## src/rtl/seq_pkg.sv

```systemverilog
// Shared definitions for the serial sequence transmitter/detector pair:
// FSM state encoding and default widths.
package seq_pkg;

  localparam int unsigned SEQ_PAT_W = 8;
  localparam int unsigned SEQ_LEN_W = 4;
  localparam int unsigned SEQ_CNT_W = 4;

  typedef enum logic [1:0] {
    ST_IDLE  = 2'd0,
    ST_SHIFT = 2'd1,
    ST_GAP   = 2'd2,
    ST_DONE  = 2'd3
  } seq_state_e;

endpackage

```

## src/rtl/seq_tx_shreg.sv

```systemverilog
// Loadable pattern shift register: aligns bit [L-1] to the MSB on load,
// shifts one bit per request and tracks the index of the current bit.
module seq_tx_shreg
  import seq_pkg::*;
#(
  parameter int PAT_W = SEQ_PAT_W,
  parameter int LEN_W = SEQ_LEN_W
) (
  input  logic             clk,
  input  logic             rst,
  input  logic             load,
  input  logic             shift,
  input  logic             reload,
  input  logic [PAT_W-1:0] pattern,
  input  logic [LEN_W-1:0] len_eff,
  output logic             bit_nxt,
  output logic [LEN_W-1:0] idx_nxt,
  output logic [LEN_W-1:0] idx_cur
);

  logic [PAT_W-1:0] cap_q, cap_d;
  logic [PAT_W-1:0] work_q, work_d;
  logic [LEN_W-1:0] len_q, len_d;
  logic [LEN_W-1:0] idx_q, idx_d;

  always_ff @(posedge clk or negedge rst) begin
    if (!rst) begin
      cap_q  <= '0;
      work_q <= '0;
      len_q  <= '0;
      idx_q  <= '0;
    end else begin
      cap_q  <= cap_d;
      work_q <= work_d;
      len_q  <= len_d;
      idx_q  <= idx_d;
    end
  end

  // Left-justify the pattern so bit [L-1] is always the MSB of the register.
  always_comb begin
    cap_d  = cap_q;
    work_d = work_q;
    len_d  = len_q;
    idx_d  = idx_q;
    if (load) begin
      cap_d  = pattern << (LEN_W'(PAT_W) - len_eff);
      work_d = cap_d;
      len_d  = len_eff;
      idx_d  = (len_eff != '0) ? len_eff - LEN_W'(1) : '0;
    end else if (reload) begin
      work_d = cap_q;
      idx_d  = len_q - LEN_W'(1);
    end else if (shift) begin
      work_d = work_q << 1;
      idx_d  = (idx_q != '0) ? idx_q - LEN_W'(1) : '0;
    end
  end

  assign bit_nxt = work_d[PAT_W-1];
  assign idx_nxt = idx_d;
  assign idx_cur = idx_q;

endmodule

```

## src/rtl/seq_pattern_tx.sv

```systemverilog
// Serial pattern transmitter: MSB-first, len bits per repetition, reps copies.
// Define SEQ_TX_GAP_EN to insert one idle GAP cycle between repetitions.
module seq_pattern_tx
  import seq_pkg::*;
#(
  parameter int PAT_W = SEQ_PAT_W,
  parameter int LEN_W = SEQ_LEN_W,
  parameter int CNT_W = SEQ_CNT_W
) (
  input  logic             clk,
  input  logic             rst,
  input  logic             start,
  input  logic [PAT_W-1:0] pattern,
  input  logic [LEN_W-1:0] len,
  input  logic [CNT_W-1:0] reps,
  output logic             sd,
  output logic             sd_vld,
  output logic             busy,
  output logic             done,
  output logic [LEN_W-1:0] bit_idx
);

  seq_state_e       state_q, state_d;
  logic [CNT_W-1:0] rep_q, rep_d;
  logic             sd_q, sd_d;
  logic             sd_vld_q, sd_vld_d;
  logic             busy_q, busy_d;
  logic             done_q, done_d;
  logic [LEN_W-1:0] bit_idx_q, bit_idx_d;

  logic             load, shift, reload;
  logic [LEN_W-1:0] len_eff;
  logic             bit_nxt;
  logic [LEN_W-1:0] idx_nxt, idx_cur;

  assign len_eff = (len > LEN_W'(PAT_W)) ? LEN_W'(PAT_W) : len;

  seq_tx_shreg #(
    .PAT_W(PAT_W),
    .LEN_W(LEN_W)
  ) u_shreg (
    .clk    (clk),
    .rst    (rst),
    .load   (load),
    .shift  (shift),
    .reload (reload),
    .pattern(pattern),
    .len_eff(len_eff),
    .bit_nxt(bit_nxt),
    .idx_nxt(idx_nxt),
    .idx_cur(idx_cur)
  );

  always_ff @(posedge clk or negedge rst) begin
    if (!rst) begin
      state_q   <= ST_IDLE;
      rep_q     <= '0;
      sd_q      <= 1'b0;
      sd_vld_q  <= 1'b0;
      busy_q    <= 1'b0;
      done_q    <= 1'b0;
      bit_idx_q <= '0;
    end else begin
      state_q   <= state_d;
      rep_q     <= rep_d;
      sd_q      <= sd_d;
      sd_vld_q  <= sd_vld_d;
      busy_q    <= busy_d;
      done_q    <= done_d;
      bit_idx_q <= bit_idx_d;
    end
  end

  // rep_q counts repetitions still to send, including the current one.
  always_comb begin
    state_d = state_q;
    rep_d   = rep_q;
    load    = 1'b0;
    shift   = 1'b0;
    reload  = 1'b0;
    case (state_q)
      ST_IDLE: begin
        if (start) begin
          load    = 1'b1;
          rep_d   = (reps == '0) ? CNT_W'(1) : reps;
          state_d = (len_eff == '0) ? ST_DONE : ST_SHIFT;
        end
      end
      ST_SHIFT: begin
        if (idx_cur == '0) begin
          if (rep_q > CNT_W'(1)) begin
            rep_d = rep_q - CNT_W'(1);
`ifdef SEQ_TX_GAP_EN
            state_d = ST_GAP;
`else
            reload  = 1'b1;
            state_d = ST_SHIFT;
`endif
          end else begin
            state_d = ST_DONE;
          end
        end else begin
          shift = 1'b1;
        end
      end
`ifdef SEQ_TX_GAP_EN
      ST_GAP: begin
        reload  = 1'b1;
        state_d = ST_SHIFT;
      end
`endif
      ST_DONE: state_d = ST_IDLE;
      default: state_d = ST_IDLE;
    endcase
  end

  // Outputs are decoded from the next state so every port comes from a flop.
  always_comb begin
    sd_d      = 1'b0;
    sd_vld_d  = 1'b0;
    busy_d    = 1'b0;
    done_d    = 1'b0;
    bit_idx_d = '0;
    case (state_d)
      ST_SHIFT: begin
        sd_d      = bit_nxt;
        sd_vld_d  = 1'b1;
        busy_d    = 1'b1;
        bit_idx_d = idx_nxt;
      end
      ST_GAP:  busy_d = 1'b1;
      ST_DONE: done_d = 1'b1;
      default: ;
    endcase
  end

  assign sd      = sd_q;
  assign sd_vld  = sd_vld_q;
  assign busy    = busy_q;
  assign done    = done_q;
  assign bit_idx = bit_idx_q;

endmodule

```

## config.mk

```make
export PLATFORM = sky130hd
export DESIGN_NAME = seq_pattern_tx
export DESIGN_NICKNAME = d
export VERILOG_FILES = /design/src/rtl/seq_pkg.sv /design/src/rtl/seq_tx_shreg.sv /design/src/rtl/seq_pattern_tx.sv
export SDC_FILE = /design/constraint.sdc
export NUM_CORES = 1
export LEC_CHECK = 0
export ABC_AREA = 1
export CAP_MARGIN = 10
export CORE_ASPECT_RATIO = 1.1
export CORE_MARGIN = 4
export CORE_UTILIZATION = 35
export CTS_CLUSTER_DIAMETER = 100
export CTS_CLUSTER_SIZE = 30
export DETAILED_ROUTE_END_ITERATION = 10
export PLACE_DENSITY = 0.56
export RECOVER_POWER = 100
export SLEW_MARGIN = 10
export SYNTH_ARGS = -nofsm -noshare
export SYNTH_HDL_FRONTEND = slang
export SYNTH_SLANG_ARGS = --single-unit
```

## constraint.sdc

```tcl
create_clock -name clk -period 3.2 [get_ports clk]
set_input_delay 0.48 -clock clk [delete_from_list [all_inputs] [get_ports clk]]
set_output_delay 0.48 -clock clk [all_outputs]
set_load 0.1 [all_outputs]
```

==> results.sh <==
export IMPL_status="finished, violations left"
export IMPL_failed_checks="max-capacitance violations, max-slew violations"
export IMPL_numPortBuffers=26
export IMPL_grt_first_pass_wirelength_um=8286
export IMPL_yosys_warning_total=0
export IMPL_initial_antenna_violation_count=0
export IMPL_clock_pin_slew_worst_setup_and_hold_paths_ns=0.07
export IMPL_maximum_number_of_pins_on_one_net_before_global_route_repair=39
export IMPL_die_width_um=84.21
export IMPL_min_from="u_shreg.cap_q[4]$_DFFE_PN0P_"
export IMPL_r2r_start="state_q[0]$_DFF_PN0_"
export IMPL_place_congestion=0.8430
export IMPL_die_area_um2=7733
export IMPL_tritoncts_num_buffers=5
export IMPL_root_buffer_selected_by_cts="sky130_fd_sc_hd__clkbuf_8"
export IMPL_max_cap_violations=1
export IMPL_timing_critical_path_to_type="flip-flop"
export IMPL_start_kind="input pin"
export IMPL_crit_start="start"
export IMPL_initial_standard_cell_utilization_of_the_core=0.3610
export IMPL_clk_insertion_delay_late_ns=0.28
export IMPL_initialDrtViolationCount=85
export IMPL_detailed_place_hpwl_um=3602
export IMPL_rsz0062_at_grt="false"
export IMPL_placementRows=30
export IMPL_mostFrequentLayoutCells="sky130_fd_sc_hd__nand2_1, sky130_fd_sc_hd__inv_1, sky130_fd_sc_hd__dfrtp_1"
export IMPL_maxSlewViolCount=39
export IMPL_vdd_ir_drop_worst_v=0.0005043
export IMPL_worst_hold_path_type="flip-flop to flip-flop"
export IMPL_design_area_um2=2616
export IMPL_synthesis_nets=330
export IMPL_postSynthAreaPerCell_um2=7.379
export IMPL_first_global_vias=1804
export IMPL_route_antenna_remaining_nets=0
export IMPL_tritoncts_clock_tree="built"
export IMPL_n_antenna_cell=0
export IMPL_boundaryPins=27
export IMPL_cts_resized_gates=0
export IMPL_layout_area_seq_um2=950.9
export IMPL_detailedRoute_firstPassIterationCount=4
export IMPL_final_hold_violation_count=0
export IMPL_multi_input_comb_area_um2=1020
export IMPL_num_vias=1873
export IMPL_drt_drc_violations_left=0
export IMPL_mostFrequentLayoutCell="sky130_fd_sc_hd__nand2_1"
export IMPL_crit_required_ns=3.42
export IMPL_post_cts_setup_buffers=0
export IMPL_finalCriticalPeriod_ns=2.587
export IMPL_maxSlewHeadroom=-0.3439
export IMPL_clock_tree_buffer_depth=2
export IMPL_static_leakage_power_nw=1.381
export IMPL_routed_wire_length_per_instance_um=11.22
export IMPL_h_tree_depth=2
export IMPL_fmax_mhz=386.6
export IMPL_postLayoutCoreUtil=0.4224
export IMPL_average_via_count_per_standard_cell=4.546
export IMPL_synthCells=303
export IMPL_worst_slew_pin_slew_ns=2.016
export IMPL_cellPowerDensity_nw_per_um2=926.8
export IMPL_post_route_cells_drive_above_1_share=0.05723
export IMPL_post_synth_top_area_fraction=0.4253
export IMPL_post_dp_cell_area_um2=2552
export IMPL_wirelength_um=4623
export IMPL_synth_lib_cells_used_distinct=30
export IMPL_num_fill_cells=650
export IMPL_total_power_mw=2.425
export IMPL_core_area_um2=6193
export IMPL_fin_skew_ns=0.004939
export IMPL_tritoncts_sinks=38
export IMPL_grt_usage=0.1305
export IMPL_final_net_count=358
export IMPL_areaGrowthSynthToFinish_pct=17.01
export IMPL_synth_area_top_cells="sky130_fd_sc_hd__dfrtp_1, sky130_fd_sc_hd__nand2_1, sky130_fd_sc_hd__inv_1"
export IMPL_critPathMaxFanout=13
export IMPL_synth_seq_area_share=0.4253
export IMPL_timing_worst_setup_path_type="input pin to flip-flop"
export IMPL_cts_hold_buffers_added=0
export IMPL_chip_height_um=91.83
export IMPL_finalHoldWorstSlack_ns=0.4757
export IMPL_synthesis_stage_register_bit_count=38
export IMPL_timing_critical_path_arrival_ns=2.80
export IMPL_finalSetupViolations=0
export IMPL_synth_area_leader_cell="sky130_fd_sc_hd__dfrtp_1"
export IMPL_overflow=0
export IMPL_finalCritPeriodShare=0.8084
export IMPL_syn_area_um2=2236
export IMPL_fin_setup_tns_ns=0
==> final timing paths <==
| check | to | slack [ns] | cells past startpoint |
|---|---|---|---|
| min in group asynchronous | bit_idx[3]$_DFF_PN0_ | 0.76 | 1 |
| min | u_shreg.cap_q[4]$_DFFE_PN0P_ | 0.48 | 2 |
| max reg2reg | sd$_DFF_PN0_ | 0.91 | 9 |
| max in group asynchronous | state_q[0]$_DFF_PN0_ | 1.28 | 1 |
| min reg2reg | u_shreg.cap_q[4]$_DFFE_PN0P_ | 0.48 | 2 |
| max | sd$_DFF_PN0_ | 0.61 | 9 |
==> flip-flops by register name, summed over array words and instances (netlist names) <==
name	flops
u_shreg.cap_q	8
rep_q	4
state_q	2
u_shreg.idx_cur	4
busy	1
done	1
u_shreg.work_q	8
sd	1
bit_idx	4
sd_vld	1
u_shreg.len_q	4
==> critical path, stage by stage <==
cell                            delay, ns
sky130_fd_sc_hd__dlygate4sd3_1       0.56
sky130_fd_sc_hd__nand3_1             0.44
sky130_fd_sc_hd__inv_1               0.50
sky130_fd_sc_hd__nand2_1             0.24
sky130_fd_sc_hd__nor2_1              0.27
sky130_fd_sc_hd__nand2_1             0.09
sky130_fd_sc_hd__nand2_1             0.08
sky130_fd_sc_hd__nor2_1              0.06
sky130_fd_sc_hd__nor2_1              0.08
==> where the power goes <==
| part | switching (mW) | internal (mW) | total, mW | leakage [nW] |
|---|---|---|---|---|
| combinational | 0.927 | 0.387 | 1.31 | 0.861 |
| sequential | 0.0865 | 0.688 | 0.775 | 0.472 |
| clock | 0.163 | 0.174 | 0.336 | 0.0482 |
| total | 1.18 | 1.25 | 2.42 | 1.38 |
==> layer usage <==
layer / global-route usage / vias to the layer above / routed length [um]
li1: - / 998 / -
met1: 0.1763 / 834 / 2223
met2: 0.2086 / 37 / 2146
met3: 0.02785 / 4 / 194
met4: 0.04021 / 0 / 58
met5: 0 / - / 0
==> cell families after synthesis <==
logic type	count (synthesis)	synth area share
compound gates	37	0.09010
xor+xnor	3	0.01175
buf+inv	60	0.1086
fa+ha+maj	8	0.04477
simple gates	157	0.3195
flops	38	0.4253
==> cell usage after synthesis, drive strengths merged <==
library cell	number
xor2	3
nor3	2
inv	55
nand3	25
a21oi	5
nand4	3
or2	1
nand3b	4
ha	8
nand2	94
o31ai	1
dfrtp	38
o211ai	3
o21ai	25
clkbuf	1
o22ai	1
nor2	28
a22oi	1
buf	4
o21a	1
==> metrics by stage <==
step	instances	setup slack, ns
3_3_place_gp	404	0.5068
4_1_cts	412	0.7659
6_report	412	0.6131
3_5_place_dp	404	0.4665
2_1_floorplan	303	1.294
5_1_grt	412	0.3598
==> layout make-up <==
| cell class | count | share of cell area |
|---|---|---|
| well taps | 80 | 0.03826 |
| flip-flops and latches | 38 | 0.3635 |
| clock buffers | 7 | 0.03300 |
| repair buffers | 26 | 0.09469 |
| inverters | 55 | 0.07891 |
| multi-input cells | 205 | 0.3898 |
| clock inverters | 1 | 0.001913 |
No activity file was read; power rests on OpenSTA's default activity.
